--- src/rtl/modn_counter_unit.sv ---
// modn_counter_unit
//   Modulo-N counter driven from the board clock through a tick-enable divider.
//   Button and switch inputs are synchronised; the button is also debounced.
//   A press, with enable set, steps the user operand `data`. On each tick the
//   synchronised opcode updates `result` using `data` as the operand.
//
// Ports
//   clk          board clock; the only clock domain
//   reset_async  asynchronous active-low reset
//   data_inc     raw push button, active-low; a press steps `data`
//   opcode[2:0]  raw switches that select the counter operation
//   enable       raw switch, active-high; gates data entry
//   data         user operand, 0..N-1
//   result       counter value, 0..N-1
//   y            XOR of all bits of `result`
//   tick         one-cycle strobe; `result` updates at the end of this cycle
//   wrap         one-cycle strobe that accompanies a `result` update which
//                crossed the modulus
module modn_counter_unit #(
    parameter int N        = 9,
    parameter int WIDTH    = 4,
    parameter int DIV      = 1000000,
    parameter int DEBOUNCE = 10000
) (
    input  logic             clk,
    input  logic             reset_async,
    input  logic             data_inc,
    input  logic [2:0]       opcode,
    input  logic             enable,
    output logic [WIDTH-1:0] data,
    output logic [WIDTH-1:0] result,
    output logic             y,
    output logic             tick,
    output logic             wrap
);

    localparam int CW = $clog2(DIV);
    localparam int DW = $clog2(DEBOUNCE + 1);
    localparam logic [WIDTH:0]   NX  = (WIDTH+1)'(N);
    localparam logic [WIDTH-1:0] NM1 = WIDTH'(N - 1);

    typedef enum logic [2:0] {
        OP_HOLD  = 3'b000,
        OP_UP    = 3'b001,
        OP_DOWN  = 3'b010,
        OP_LOAD  = 3'b011,
        OP_ADD   = 3'b100,
        OP_SUB   = 3'b101,
        OP_CLEAR = 3'b110,
        OP_NEG   = 3'b111
    } op_e;

    // ------------------------------------------------------------------
    // Input synchronisers. Index 0 samples the pin; index 1 is the output.
    // ------------------------------------------------------------------
    logic [1:0]      btn_sync;
    logic [1:0]      en_sync;
    logic [1:0][2:0] op_sync;

    always_ff @(posedge clk or negedge reset_async) begin
        if (!reset_async) begin
            btn_sync <= '1;   // released
            en_sync  <= '0;
            op_sync  <= '0;
        end else begin
            btn_sync <= {btn_sync[0], data_inc};
            en_sync  <= {en_sync[0], enable};
            op_sync  <= {op_sync[0], opcode};
        end
    end

    logic btn_s, en_s;
    op_e  op_s;
    assign btn_s = btn_sync[1];
    assign en_s  = en_sync[1];
    assign op_s  = op_e'(op_sync[1]);

    // ------------------------------------------------------------------
    // Debouncer: the filtered level follows the button only after DEBOUNCE
    // consecutive samples that disagree with it. filt_d delays the level by
    // one cycle so that the press (1->0) edge becomes a registered step.
    // ------------------------------------------------------------------
    logic [DW-1:0] db_cnt;
    logic          filt, filt_d;

    always_ff @(posedge clk or negedge reset_async) begin
        if (!reset_async) begin
            db_cnt <= '0;
            filt   <= 1'b1;
            filt_d <= 1'b1;
        end else begin
            filt_d <= filt;
            if (btn_s == filt) begin
                db_cnt <= '0;
            end else if (db_cnt == DW'(DEBOUNCE - 1)) begin
                filt   <= btn_s;
                db_cnt <= '0;
            end else begin
                db_cnt <= db_cnt + DW'(1);
            end
        end
    end

    logic step;
    assign step = filt_d & ~filt & en_s;

    always_ff @(posedge clk or negedge reset_async) begin
        if (!reset_async)
            data <= '0;
        else if (step)
            data <= (data == NM1) ? '0 : data + WIDTH'(1);
    end

    // ------------------------------------------------------------------
    // Tick divider. tick is registered from the next count, which makes it
    // high during exactly the cycle in which the count equals DIV-1.
    // ------------------------------------------------------------------
    logic [CW-1:0] div_cnt, div_nxt;

    assign div_nxt = (div_cnt == CW'(DIV - 1)) ? '0 : div_cnt + CW'(1);

    always_ff @(posedge clk or negedge reset_async) begin
        if (!reset_async) begin
            div_cnt <= '0;
            tick    <= 1'b0;
        end else begin
            div_cnt <= div_nxt;
            tick    <= (div_nxt == CW'(DIV - 1));
        end
    end

    // ------------------------------------------------------------------
    // Counter operation. The arithmetic is WIDTH+1 bits wide, so the sum
    // (or result+N on a borrow) cannot overflow before the single correction.
    // ------------------------------------------------------------------
    logic [WIDTH:0]   sum, sub_wrap;
    logic [WIDTH-1:0] res_nxt;
    logic             wrap_nxt;

    assign sum      = {1'b0, result} + {1'b0, data};
    assign sub_wrap = {1'b0, result} + NX - {1'b0, data};

    always_comb begin
        res_nxt  = result;
        wrap_nxt = 1'b0;
        case (op_s)
            OP_HOLD: res_nxt = result;
            OP_UP: begin
                if (result == NM1) begin
                    res_nxt  = '0;
                    wrap_nxt = 1'b1;
                end else begin
                    res_nxt = result + WIDTH'(1);
                end
            end
            OP_DOWN: begin
                if (result == '0) begin
                    res_nxt  = NM1;
                    wrap_nxt = 1'b1;
                end else begin
                    res_nxt = result - WIDTH'(1);
                end
            end
            OP_LOAD: res_nxt = data;
            OP_ADD: begin
                if (sum >= NX) begin
                    res_nxt  = WIDTH'(sum - NX);
                    wrap_nxt = 1'b1;
                end else begin
                    res_nxt = WIDTH'(sum);
                end
            end
            OP_SUB: begin
                if (data > result) begin
                    res_nxt  = WIDTH'(sub_wrap);
                    wrap_nxt = 1'b1;
                end else begin
                    res_nxt = result - data;
                end
            end
            OP_CLEAR: res_nxt = '0;
            OP_NEG:   res_nxt = (result == '0) ? '0 : WIDTH'(NX - {1'b0, result});
            default:  res_nxt = result;
        endcase
    end

    // y is computed from the same next value, so it never lags result.
    always_ff @(posedge clk or negedge reset_async) begin
        if (!reset_async) begin
            result <= '0;
            y      <= 1'b0;
            wrap   <= 1'b0;
        end else if (tick) begin
            result <= res_nxt;
            y      <= ^res_nxt;
            wrap   <= wrap_nxt;
        end else begin
            wrap   <= 1'b0;
        end
    end

endmodule

--- config.mk ---
export PLATFORM = sky130hd
export DESIGN_NAME = modn_counter_unit
export DESIGN_NICKNAME = d
export VERILOG_FILES = /design/src/rtl/modn_counter_unit.sv
export SDC_FILE = /design/constraint.sdc
export NUM_CORES = 1
export LEC_CHECK = 0
export BUFFER_PORTS_ARGS = -buffer_cell sky130_fd_sc_hd__buf_4
export CORE_UTILIZATION = 56
export DETAILED_ROUTE_END_ITERATION = 6
export PLACE_DENSITY_LB_ADDON = 0.15
export SYNTH_ARGS = -nofsm -noshare
export SYNTH_HDL_FRONTEND = slang
export SYNTH_SLANG_ARGS = --single-unit
--- constraint.sdc ---
create_clock -name clk -period 2.7 [get_ports clk]
set_input_delay 0.27 -clock clk [delete_from_list [all_inputs] [get_ports clk]]
set_output_delay 0.27 -clock clk [all_outputs]
set_load 0.005 [all_outputs]
==> metrics.txt, run 1 <==
run status=complete, but fails checks; violated checks=negative setup slack; syn nets=412; area growth from synthesis to final layout=24.9%; share of the clock period used by the worst path after layout=104%; total count of hold-check failures in the final report=0; syn avg cell area=9.51 um^2; die outline area=about 6800 um^2; busiest layer in global routing=met2; wire length of the first global-routing pass=between 10,000 and 15,000 um; internal power=1330 uW; share of total power in sequential cells=51.0%; placed instance count=498; Non-Filler Instances=between 500 and 600; Cells after Synth=380; Async SR Flop Fraction=100%; part of the power in combinational logic=4.9%; antenna-violating nets left=0; average detailed-routed wire length per instance=16.8 um; VDD IR-drop max=~400 uV; sequential fraction of the synthesis area=approximately 40%; reported leakage power=roughly 0.002 uW; NumNets Final=approximately 470; highest clock frequency the design can meet=around 360 MHz; number of setup violations in the final report=1; maxcap violations=0; crit path capture type=flop; number of detailed-routing iterations run before antenna repair=5; met2 layer usage reported by global route=between 40% and 50%; fin worst setup slack=-0.112 ns; Post-Route Setup TNS=-0.112 ns; die height=82.3 um; Hold Path Class=in2reg; Synthesis Warnings=0; final worst hold slack=about 0.035 ns; Switching Share=between 20 and 25%; dpl hpwl=5930 um; maximum number of pins on one net before global-route repair=58; total routed wirelength=slightly below 9000 um; leftover overflow at the end of global routing=0; data required time of the worst path=between 2 and 3 ns; share of total power in the clock network=~44%; commonest cells after routing, fill and taps aside=59 x sky130_fd_sc_hd__buf_4, 49 x sky130_fd_sc_hd__dfrtp_1, 45 x sky130_fd_sc_hd__nor2_1; Arrival @ worst endpoint=3.08 ns; fraction of final layout cells with drive strength greater than 1=around 29%; number of levels in the clock H-tree=3; Setup CP Type=reg2reg; count of antenna diodes in the layout=0; number of enable flip-flop cells after synthesis=0; Total Power Consumption=approximately 1700 uW; global-route met1 utilization=a little over a third; most frequent standard cell in the layout excluding fill and tap cells=sky130_fd_sc_hd__buf_4; clock root buffer=sky130_fd_sc_hd__clkbuf_8; startpoint types=flop; initial drt markers=250; Clock Tree Buf Depth=2; worst skew pair latency=0.34 ns; top flip-flop cell by instance count after synthesis=sky130_fd_sc_hd__dfrtp_1; Chip Width=around 80 um; Tot GR Track Use=between 20 and 30%; power per cell area=382 nW/um^2; cell area after synthesis=around 3600 um^2; number of clock buffers inserted by TritonCTS=9; worst slack, placed=-0.0542 ns; clock tree from TritonCTS=done; flip-flop and latch count after synthesis=between 50 and 60; DRC violation count after routing=0; actual slew at the worst max-slew pin=between 0.6 and 0.7 ns; vias post-DR=~3,100; Worst slew margin=54.3%; RSZ-0062 raised after global routing=yes; via density per instance=6.01; clock-pin transition on the worst setup and hold timing paths=0.06 ns; net switching power figure=392 uW; number of rows in the core area=28; CP Max Fanout=4; Port Buffers=17; Floorplan Core Area=6060 um^2; vias in the first global route=about 3,100; number of antenna violations at the first check in global routing=0; total I/O pin count=18; Final Slew Violations=0; met3 Track Usage GR=~6.6%; initial core utilization=between 50% and 60%; placer congestion estimate=0.911; Netlist cell types=70; Clock Sink Count=57; Final Critical Period=2.81 ns; final setup skew=about 0.0086 ns
==> power groups by stage <==
stage | registers, uW | clock network, uW | logic [uW]
floorplan | 886 | 0 | 46.6
global placement | 893 | 0 | 76.5
detailed placement | 893 | 0 | 76.9
CTS | 878 | 772 | 79.8
global route | 880 | 809 | 95.1
finish | 878 | 761 | 84.4
==> metrics by stage <==
step / area [um^2] / utilization [%]
finish: 4510 / 74.4
detailed placement: 4100 / 67.7
floorplan: 3660 / -
CTS: 4450 / 73.4
global route: 4510 / 74.4
global placement: 4100 / 67.7
==> worst max-delay path, cell delays in order (launching register included) <==
cell and delay [ns]:
sky130_fd_sc_hd__dfrtp_2 0.43, sky130_fd_sc_hd__inv_2 0.09, sky130_fd_sc_hd__ha_4 0.14, sky130_fd_sc_hd__inv_2 0.04
sky130_fd_sc_hd__fa_2 0.39, sky130_fd_sc_hd__a31oi_4 0.24, sky130_fd_sc_hd__mux2_4 0.32, sky130_fd_sc_hd__a222oi_1 0.28
sky130_fd_sc_hd__o21bai_1 0.17, sky130_fd_sc_hd__o211a_1 0.21, sky130_fd_sc_hd__o21a_1 0.16, sky130_fd_sc_hd__o211ai_1 0.09
sky130_fd_sc_hd__a31oi_1 0.17
==> cell families after synthesis <==
kind of cell               Yosys count  synth area share [%]
AOI/OAI and AO/OA                   65                  13.9
xor gates and xnor gates            34                  8.45
adders and majority gates           25                  9.28
buffers and inverters               32                  4.16
DFF                                 57                  39.6
muxes                                3                 0.901
and+or+nand+nor                    164                  23.7
==> layer usage <==
layer  vias up  wire length [um]
li1       1473                 -
met1      1513              3770
met2       124              4220
met3        27               516
met4         0               250
met5         -                 0
==> cell usage after synthesis (all sizes together) (3+ instances only) <==
master	instances	share of area, %
dfrtp	53	37
nor2	45	4.7
nand2	33	3.4
xnor2	23	5.8
ha	22	7.6
inv	21	2.2
nand3	20	3.0
nor3	17	2.7
o21ai	16	2.2
xor2	11	2.7
a21oi	10	1.4
buf	7	1.6
and3	6	1.0
nand4	6	1.0
nor2b	5	0.87
o21a	5	1.1
clkbuf	4	0.42
dfstp	4	2.9
nor4b	4	0.97
o211ai	4	1.2
or2	4	0.69
or3	4	0.87
a211o	3	0.73
a221oi	3	0.73
a31oi	3	0.69
and2	3	0.52
fa	3	1.7
nand2b	3	0.73
nor4	3	0.52
o2111ai	3	0.73
==> registers in the layout (all words and copies together), names as in the netlist <==
| register | flops |
|---|---|
| wrap | 1 |
| op_s | 3 |
| db_cnt | 14 |
| result | 4 |
| data | 4 |
| tick | 1 |
| en_sync | 2 |
| filt_d | 1 |
| y | 1 |
| filt | 1 |
| div_cnt | 20 |
| op_sync | 3 |
| btn_sync | 2 |
==> timing repair <==
| action | 4_1_cts | 5_1_grt |
|---|---|---|
| endpoints found under the hold margin | 46 | 0 |
| setup endpoints to repair | 1 | 4 |
| buffers inserted | 6 | 1 |
| pin swaps | 17 | 8 |
| hold buffers | 1 | 0 |
| resized for setup | 20 | 11 |
==> worst paths after layout <==
| kind | startpoint | endpoint | slack, ns | depth (start not counted) |
|---|---|---|---|---|
| setup / recovery | result[0] | y | -0.11 | 12 |
| hold / removal | data_inc | btn_sync[0] | 0.04 | 1 |
| setup reg to reg | result[0] | y | -0.11 | 12 |
| hold reg to reg | op_sync[2] | op_s[2] | 0.35 | 0 |
| max in group asynchronous | reset_async | result[0] | 1.70 | 2 |
| min in group asynchronous | reset_async | db_cnt[3] | 0.52 | 2 |
==> layout make-up <==
class | count | area, um^2
inverters | 21 | 81.3
repair buffers | 62 | 493
fillers | 424 | 1550
clock inverters | 2 | 10.0
well taps | 75 | 93.8
multi-input cells | 291 | 2210
flip-flops and latches | 57 | 1440
clock buffers | 14 | 183
No activity file was read; power rests on OpenSTA's default activity.
==> run 2, diff against run 1 <==
--- a/config.mk
+++ b/config.mk
@@ -8,6 +8,7 @@
 export BUFFER_PORTS_ARGS = -buffer_cell sky130_fd_sc_hd__buf_4
 export CORE_UTILIZATION = 56
 export DETAILED_ROUTE_END_ITERATION = 6
+export HOLD_SLACK_MARGIN = 0.05
 export PLACE_DENSITY_LB_ADDON = 0.15
 export SYNTH_ARGS = -nofsm -noshare
 export SYNTH_HDL_FRONTEND = slang
==> run 2 against run 1 <==
  * The run still ends with negative setup slack left
  * Power increased by 0.16%
  * Hold slack better by 0.31 ns
  * Cell area increased by 1.1%
  * Non-clock buffer count grew 5
  * Fmax up 0.56%
  * Worst setup slack better by 0.016 ns
  * Register-to-register slack improved by 0.02 ns
  * Critical path type unchanged
  * Critical endpoint unchanged
  * Largest cell class unchanged
  * Largest power group unchanged
==> metrics.txt, run 2 (synthesized netlist as in run 1, its figures left out) <==
run status=complete, but fails checks; violated checks=negative setup slack; number of levels in the clock H-tree=3; Arrival @ worst endpoint=roughly 3.1 ns; antenna-violating nets left=0; reported leakage power=just over 0.002 uW; initial drt markers=approximately 230; Final Critical Period=roughly 2.8 ns; maximum number of pins on one net before global-route repair=58; VDD IR-drop max=between 400 and 500 uV; number of setup violations in the final report=1; number of clock buffers inserted by TritonCTS=9; total I/O pin count=18; clock root buffer=sky130_fd_sc_hd__clkbuf_8; share of the core filled with cells in the final layout=between 70% and 80%; clock-pin transition on the worst setup and hold timing paths=approximately 0.060 ns; Hold Path Class=reg2reg; top register by number of flip-flops=div_cnt; power per cell area=between 300 and 400 nW/um^2; RSZ-0062 raised after global routing=yes; initial core utilization=around three fifths; number of flip-flops in the largest register=20; fin worst setup slack=-0.0965 ns; worst skew pair latency=around 0.34 ns; data required time of the worst path=just under 3 ns; Chip Width=just over 80 um; average detailed-routed wire length per instance=16.7 um; Regs by FF count=div_cnt (20), db_cnt (14); final worst hold slack=between 0.3 and 0.4 ns; clock tree from TritonCTS=done; Floorplan Core Area=a little over 6000 um^2; Setup CP Type=reg2reg; area growth from synthesis to final layout=26.3%; fraction of final layout cells with drive strength greater than 1=between 20% and 30%; last element of the critical path=y; total count of hold-check failures in the final report=0; total routed wirelength=8800 um; placed instance count=498; count of antenna diodes in the layout=0; final setup skew=between 0.007 and 0.008 ns; part of the power in combinational logic=5.3%; number of rows in the core area=28; number of detailed-routing iterations run before antenna repair=5; Non-Filler Instances=between 500 and 600; DRC violation count after routing=0; die outline area=~6800 um^2; Clock Tree Buf Depth=2; Worst slew margin=roughly 54%; actual slew at the worst max-slew pin=0.693 ns; internal power=1340 uW; startpoint types=flop; startpoint of the worst register-to-register path=result[1]; Worst R2R Path Depth=10; launching element of the worst setup path=result[1]; Final Slew Violations=0; flop2flop setup slack=-0.1 ns; placer congestion estimate=~0.91; Tot GR Track Use=just under 30%; share of total power in sequential cells=between 50% and 60%; share of total power in the clock network=43.9%; number of antenna violations at the first check in global routing=0; vias in the first global route=3,128; via density per instance=approximately 6; vias post-DR=3,147; commonest cells after routing, fill and taps aside=59 x sky130_fd_sc_hd__buf_4, 49 x sky130_fd_sc_hd__dfrtp_1, 45 x sky130_fd_sc_hd__nor2_1; net switching power figure=390 uW; dpl hpwl=about 5900 um; Clock Sink Count=57; die height=roughly 82 um; total of fill cells in the finished design=about 420; leftover overflow at the end of global routing=0; CP Max Fanout=4; wire length of the first global-routing pass=about 14,000 um; Switching Share=22.6%; most frequent standard cell in the layout excluding fill and tap cells=sky130_fd_sc_hd__buf_4; Port Buffers=17; NumNets Final=roughly 480; total cell area at the placement stage=4100 um^2; share of the clock period used by the worst path after layout=104%; crit path capture type=flop; highest clock frequency the design can meet=around 360 MHz; maxcap violations=0; Layout Cell Area excl Fill=around 4600 um^2; worst reg2reg endpoint=y
## run 2: metrics by stage
step                      total power (uW)  TNS [ns]  worst slack (ns)
final                                 1730   -0.0965           -0.0965
after global routing                  1790    -0.241            -0.234
after CTS                             1730   -0.0329           -0.0329
after detailed placement               970   -0.0542           -0.0542
after global placement                 969  -0.00380          -0.00380
after floorplan                        933         0           0.00346
## run 2: power groups by stage
stage	Sequential, uW	Combinational [uW]	Clock [uW]
CTS	878	85.4	772
global route	880	101	809
finish	878	90.8	758
floorplan	886	46.6	0
detailed placement	893	76.9	0
global placement	893	76.5	0
## run 2: area by class of cell
type | instances | area [um^2] | area share, %
clock buffers | 14 | 183 | 4.01
clock inverters | 2 | 10.0 | 0.219
inverters | 21 | 81.3 | 1.78
multi-input cells | 291 | 2210 | 48.5
flip-flops and latches | 57 | 1440 | 31.5
well taps | 75 | 93.8 | 2.06
repair buffers | 67 | 543 | 11.9
## run 2: worst max-delay path, stage by stage (launching register included)
cell and delay (ns):
sky130_fd_sc_hd__dfrtp_2 0.44, sky130_fd_sc_hd__ha_4 0.31, sky130_fd_sc_hd__inv_4 0.04, sky130_fd_sc_hd__ha_4 0.15, sky130_fd_sc_hd__fa_1 0.44, sky130_fd_sc_hd__o2111ai_2 0.26
sky130_fd_sc_hd__nand4_1 0.14, sky130_fd_sc_hd__o211a_2 0.19, sky130_fd_sc_hd__or3_4 0.37, sky130_fd_sc_hd__a211o_1 0.26, sky130_fd_sc_hd__a31oi_1 0.12
## run 2: how the worst min path moves through the flow
stage	startpoint	to	slack, ns	depth (start not counted)
floorplan	reset_async	data[0]	-0.03	0
global placement	en_sync[0]	en_sync[1]	0.33	0
detailed placement	op_sync[2]	op_s[2]	0.34	0
CTS	op_sync[2]	op_s[2]	0.35	0
global route	op_sync[0]	op_s[0]	0.36	0
finish	op_sync[2]	op_s[2]	0.35	0
## run 2: what timing repair did
item,4_1_cts,5_1_grt
pin swaps,17,8
endpoints found under the hold margin,58,0
setup buffers,6,1
setup endpoints to repair,1,4
hold buffers,6,0
gates resized for setup,20,11
## run 2: routing by layer
layer	up-vias	track usage (%)	share of wire, %
met1	1518	36.5	44
met3	28	6.59	4.9
met4	0	12.3	2.8
met5	-	0	0
li1	1483	-	-
met2	118	48.9	49
==> run 3, diff against run 2 <==
--- a/config.mk
+++ b/config.mk
@@ -5,8 +5,10 @@
 export SDC_FILE = /design/constraint.sdc
 export NUM_CORES = 1
 export LEC_CHECK = 0
+export ABC_AREA = 1
 export BUFFER_PORTS_ARGS = -buffer_cell sky130_fd_sc_hd__buf_4
-export CORE_UTILIZATION = 56
+export CORE_UTILIZATION = 58
+export CTS_BUF_LIST = sky130_fd_sc_hd__clkbuf_4 sky130_fd_sc_hd__clkbuf_8
 export DETAILED_ROUTE_END_ITERATION = 6
 export HOLD_SLACK_MARGIN = 0.05
 export PLACE_DENSITY_LB_ADDON = 0.15
==> run 3 against run 2 <==
  * The run now ends clean
  * Register-to-register slack better by 0.26 ns
  * Largest cell class unchanged
  * Synthesized cell count up 28%
  * Wire length down 9.4%
  * Clock power down 6.1%
==> metrics.txt, run 3 <==
run status=completed; commonest cells after routing, fill and taps aside=106 x sky130_fd_sc_hd__nand2_1, 89 x sky130_fd_sc_hd__inv_1, 59 x sky130_fd_sc_hd__nor2_1; Final Critical Period=approximately 2.5 ns; NumNets Final=561; power per cell area=between 300 and 400 nW/um^2; vias post-DR=between 3,000 and 4,000; Port Buffers=17; clock tree from TritonCTS=done; Regs by FF count=div_cnt (20), db_cnt (14); total routed wirelength=between 7000 and 8000 um; top flip-flop cell by instance count after synthesis=sky130_fd_sc_hd__dfrtp_1; syn nets=between 500 and 600; maximum number of pins on one net before global-route repair=a little under 60; syn avg cell area=7.49 um^2; sequential fraction of the synthesis area=39.2%; clock root buffer=sky130_fd_sc_hd__clkbuf_8; data required time of the worst path=between 2 and 3 ns; chain of cells forming the critical path=inv_1 -> ha_1 -> inv_1 -> a21o_1 -> a31oi_1 -> nand2_2 -> nand2_1 -> nand3_1 -> a21oi_2 -> nand2_1 -> nand2_1 -> nand2_1 -> nand3_1 -> nand2_1; top cells by area in the synthesized netlist=sky130_fd_sc_hd__dfrtp_1 36%, sky130_fd_sc_hd__nand2_1 11%, sky130_fd_sc_hd__inv_1 9.3%; die outline area=approximately 6600 um^2; VDD IR-drop max=just over 400 uV; highest clock frequency the design can meet=~400 MHz; number of flip-flops in the largest register=20; antenna-violating nets left=0; Cells after Synth=~490; Setup CP Type=reg2reg; top register by number of flip-flops=div_cnt; Arrival @ worst endpoint=about 2.8 ns; number of antenna violations at the first check in global routing=0; area growth from synthesis to final layout=15.5%; placer congestion estimate=~0.9; Layout Cell Area excl Fill=4220 um^2; final worst hold slack=around 0.35 ns; number of rows in the core area=28; Post-Route Setup TNS=0 ns; dpl hpwl=5920 um; Hold Path Class=reg2reg; Worst slew margin=approximately 53%; worst skew pair latency=0.33 ns; fraction of final layout cells with drive strength greater than 1=around an eighth; vias in the first global route=~3,000; count of antenna diodes in the layout=0; maxcap violations=0; dominant cell by count in the synthesized netlist=sky130_fd_sc_hd__nand2_1; flop2flop setup slack=0.16 ns; reported leakage power=around 0.0022 uW; Chip Width=between 80 and 90 um; number of setup violations in the final report=0; Synthesis Warnings=0; number of clock buffers inserted by TritonCTS=9; total I/O pin count=18; initial drt markers=roughly 190; Crit-path slowest cell=sky130_fd_sc_hd__dfrtp_1; actual slew at the worst max-slew pin=between 0.7 and 0.8 ns; peak per-stage delay on the critical path=around 0.43 ns; Netlist cell types=38; leftover overflow at the end of global routing=0; number of levels in the clock H-tree=3; crit path capture type=flop; clock-pin transition on the worst setup and hold timing paths=0.07 ns; cell repeated most along the worst path=sky130_fd_sc_hd__nand2_1; Total Power Consumption=1650 uW; average detailed-routed wire length per instance=about 13 um; flip-flop and latch count after synthesis=57; total cell area at the placement stage=just under 4000 um^2; startpoint types=flop; total of fill cells in the finished design=around 480; DRC violation count after routing=0; Tot GR Track Use=a little over a quarter; number of enable flip-flop cells after synthesis=0; Async SR Flop Fraction=100%; cell area after synthesis=3650 um^2; Clock Tree Buf Depth=2; number of detailed-routing iterations run before antenna repair=5; CP Max Fanout=5; via density per instance=approximately 5.4; wire length of the first global-routing pass=roughly 13,000 um; sequential standard cell area=approximately 1400 um^2; cell type contributing the most total cell area after synthesis=sky130_fd_sc_hd__dfrtp_1; Final Slew Violations=0; area share of the leading cell type in the synthesized netlist=36.3%; initial core utilization=between 60% and 70%; most frequent standard cell in the layout excluding fill and tap cells=sky130_fd_sc_hd__nand2_1; share of the clock period used by the worst path after layout=a little over nine tenths; final setup skew=between 0.009 and 0.01 ns; total count of hold-check failures in the final report=0; Clock Sink Count=57; die height=approximately 80 um; ranking of synthesized cells by instance count=106 x sky130_fd_sc_hd__nand2_1, 90 x sky130_fd_sc_hd__inv_1, 59 x sky130_fd_sc_hd__nor2_1; Floorplan Core Area=around 6000 um^2; area of the multi-input gates=roughly 1900 um^2
run 3: changes by cell type after synthesis, moves of 6 or more:
cell	previous run	this run
sky130_fd_sc_hd__nand4_1	6	13
sky130_fd_sc_hd__nand2_1	33	106
sky130_fd_sc_hd__a21oi_1	10	16
sky130_fd_sc_hd__xnor2_1	22	5
sky130_fd_sc_hd__inv_1	19	90
sky130_fd_sc_hd__nor2_1	45	59
sky130_fd_sc_hd__nand3_1	18	38
run 3: routing by layer:
metal,track usage [%],up-vias,part of all wire [%]
li1,-,1639,-
met1,35.6,1516,47
met2,42.3,101,46
met3,7.08,19,6.0
met4,9.29,0,1.7
met5,0,-,0
run 3: area by class of cell:
cell class              instances  area share (%)
inverters                      90            8.01
clock inverters                 7            1.28
clock buffers                   9            2.94
multi-input cells             339            45.5
well taps                      75            2.23
repair buffers                 32            6.05
flip-flops and latches         57            34.0
run 3: path summary, 6_finish.rpt:
kind / startpoint / end / depth (start not counted)
min reg2reg: op_sync[2] / op_s[2] / 0
max reg2reg: data[3] / y / 14
min in group asynchronous: reset_async / data[0] / 2
min: op_sync[2] / op_s[2] / 0
max: data[3] / y / 14
max in group asynchronous: reset_async / data[2] / 2
run 3: worst max-delay path, delay by kind of cell, from the launching register on:
kind                       cells  cell delay, ns
DFF                            1            0.43
adders and majority gates      1            0.34
and+or+nand+nor                8            0.68
AOI/OAI and AO/OA              3            0.79
buffers and inverters          2            0.21
run 3: logic make-up after synthesis:
| logic type | after synthesis | share of synthesized area, % |
|---|---|---|
| AOI/OAI and AO/OA | 50 | 7.71 |
| xor gates and xnor gates | 17 | 4.08 |
| adders and majority gates | 25 | 9.19 |
| buffers and inverters | 91 | 9.39 |
| DFF | 57 | 39.2 |
| and+or+nand+nor | 247 | 30.4 |
run 3: timing repair:
item	CTS	global route
hold buffers	6	0
endpoints found under the hold margin	58	0
setup buffers	0	1
endpoints found under the setup margin	0	1
gates resized for setup	0	12
run 3: metrics by stage:
| stage | cells | util, % | setup slack [ns] |
|---|---|---|---|
| 2_1_floorplan | 487 | - | 0.191 |
| 3_3_place_gp | 586 | 65.5 | 0.211 |
| 3_5_place_dp | 586 | 65.5 | 0.103 |
| 4_1_cts | 608 | 69.5 | 0.0536 |
| 5_1_grt | 609 | 70.4 | -0.0101 |
| 6_report | 609 | 70.4 | 0.164 |
run 3: power breakdown:
group          total [uW]  internal, uW  switching [uW]  leakage, uW
registers             874           866            7.44     0.000743
clock network         712           338             374    0.0000822
logic                63.7          22.8            40.9      0.00133
total                1650          1230             422      0.00215
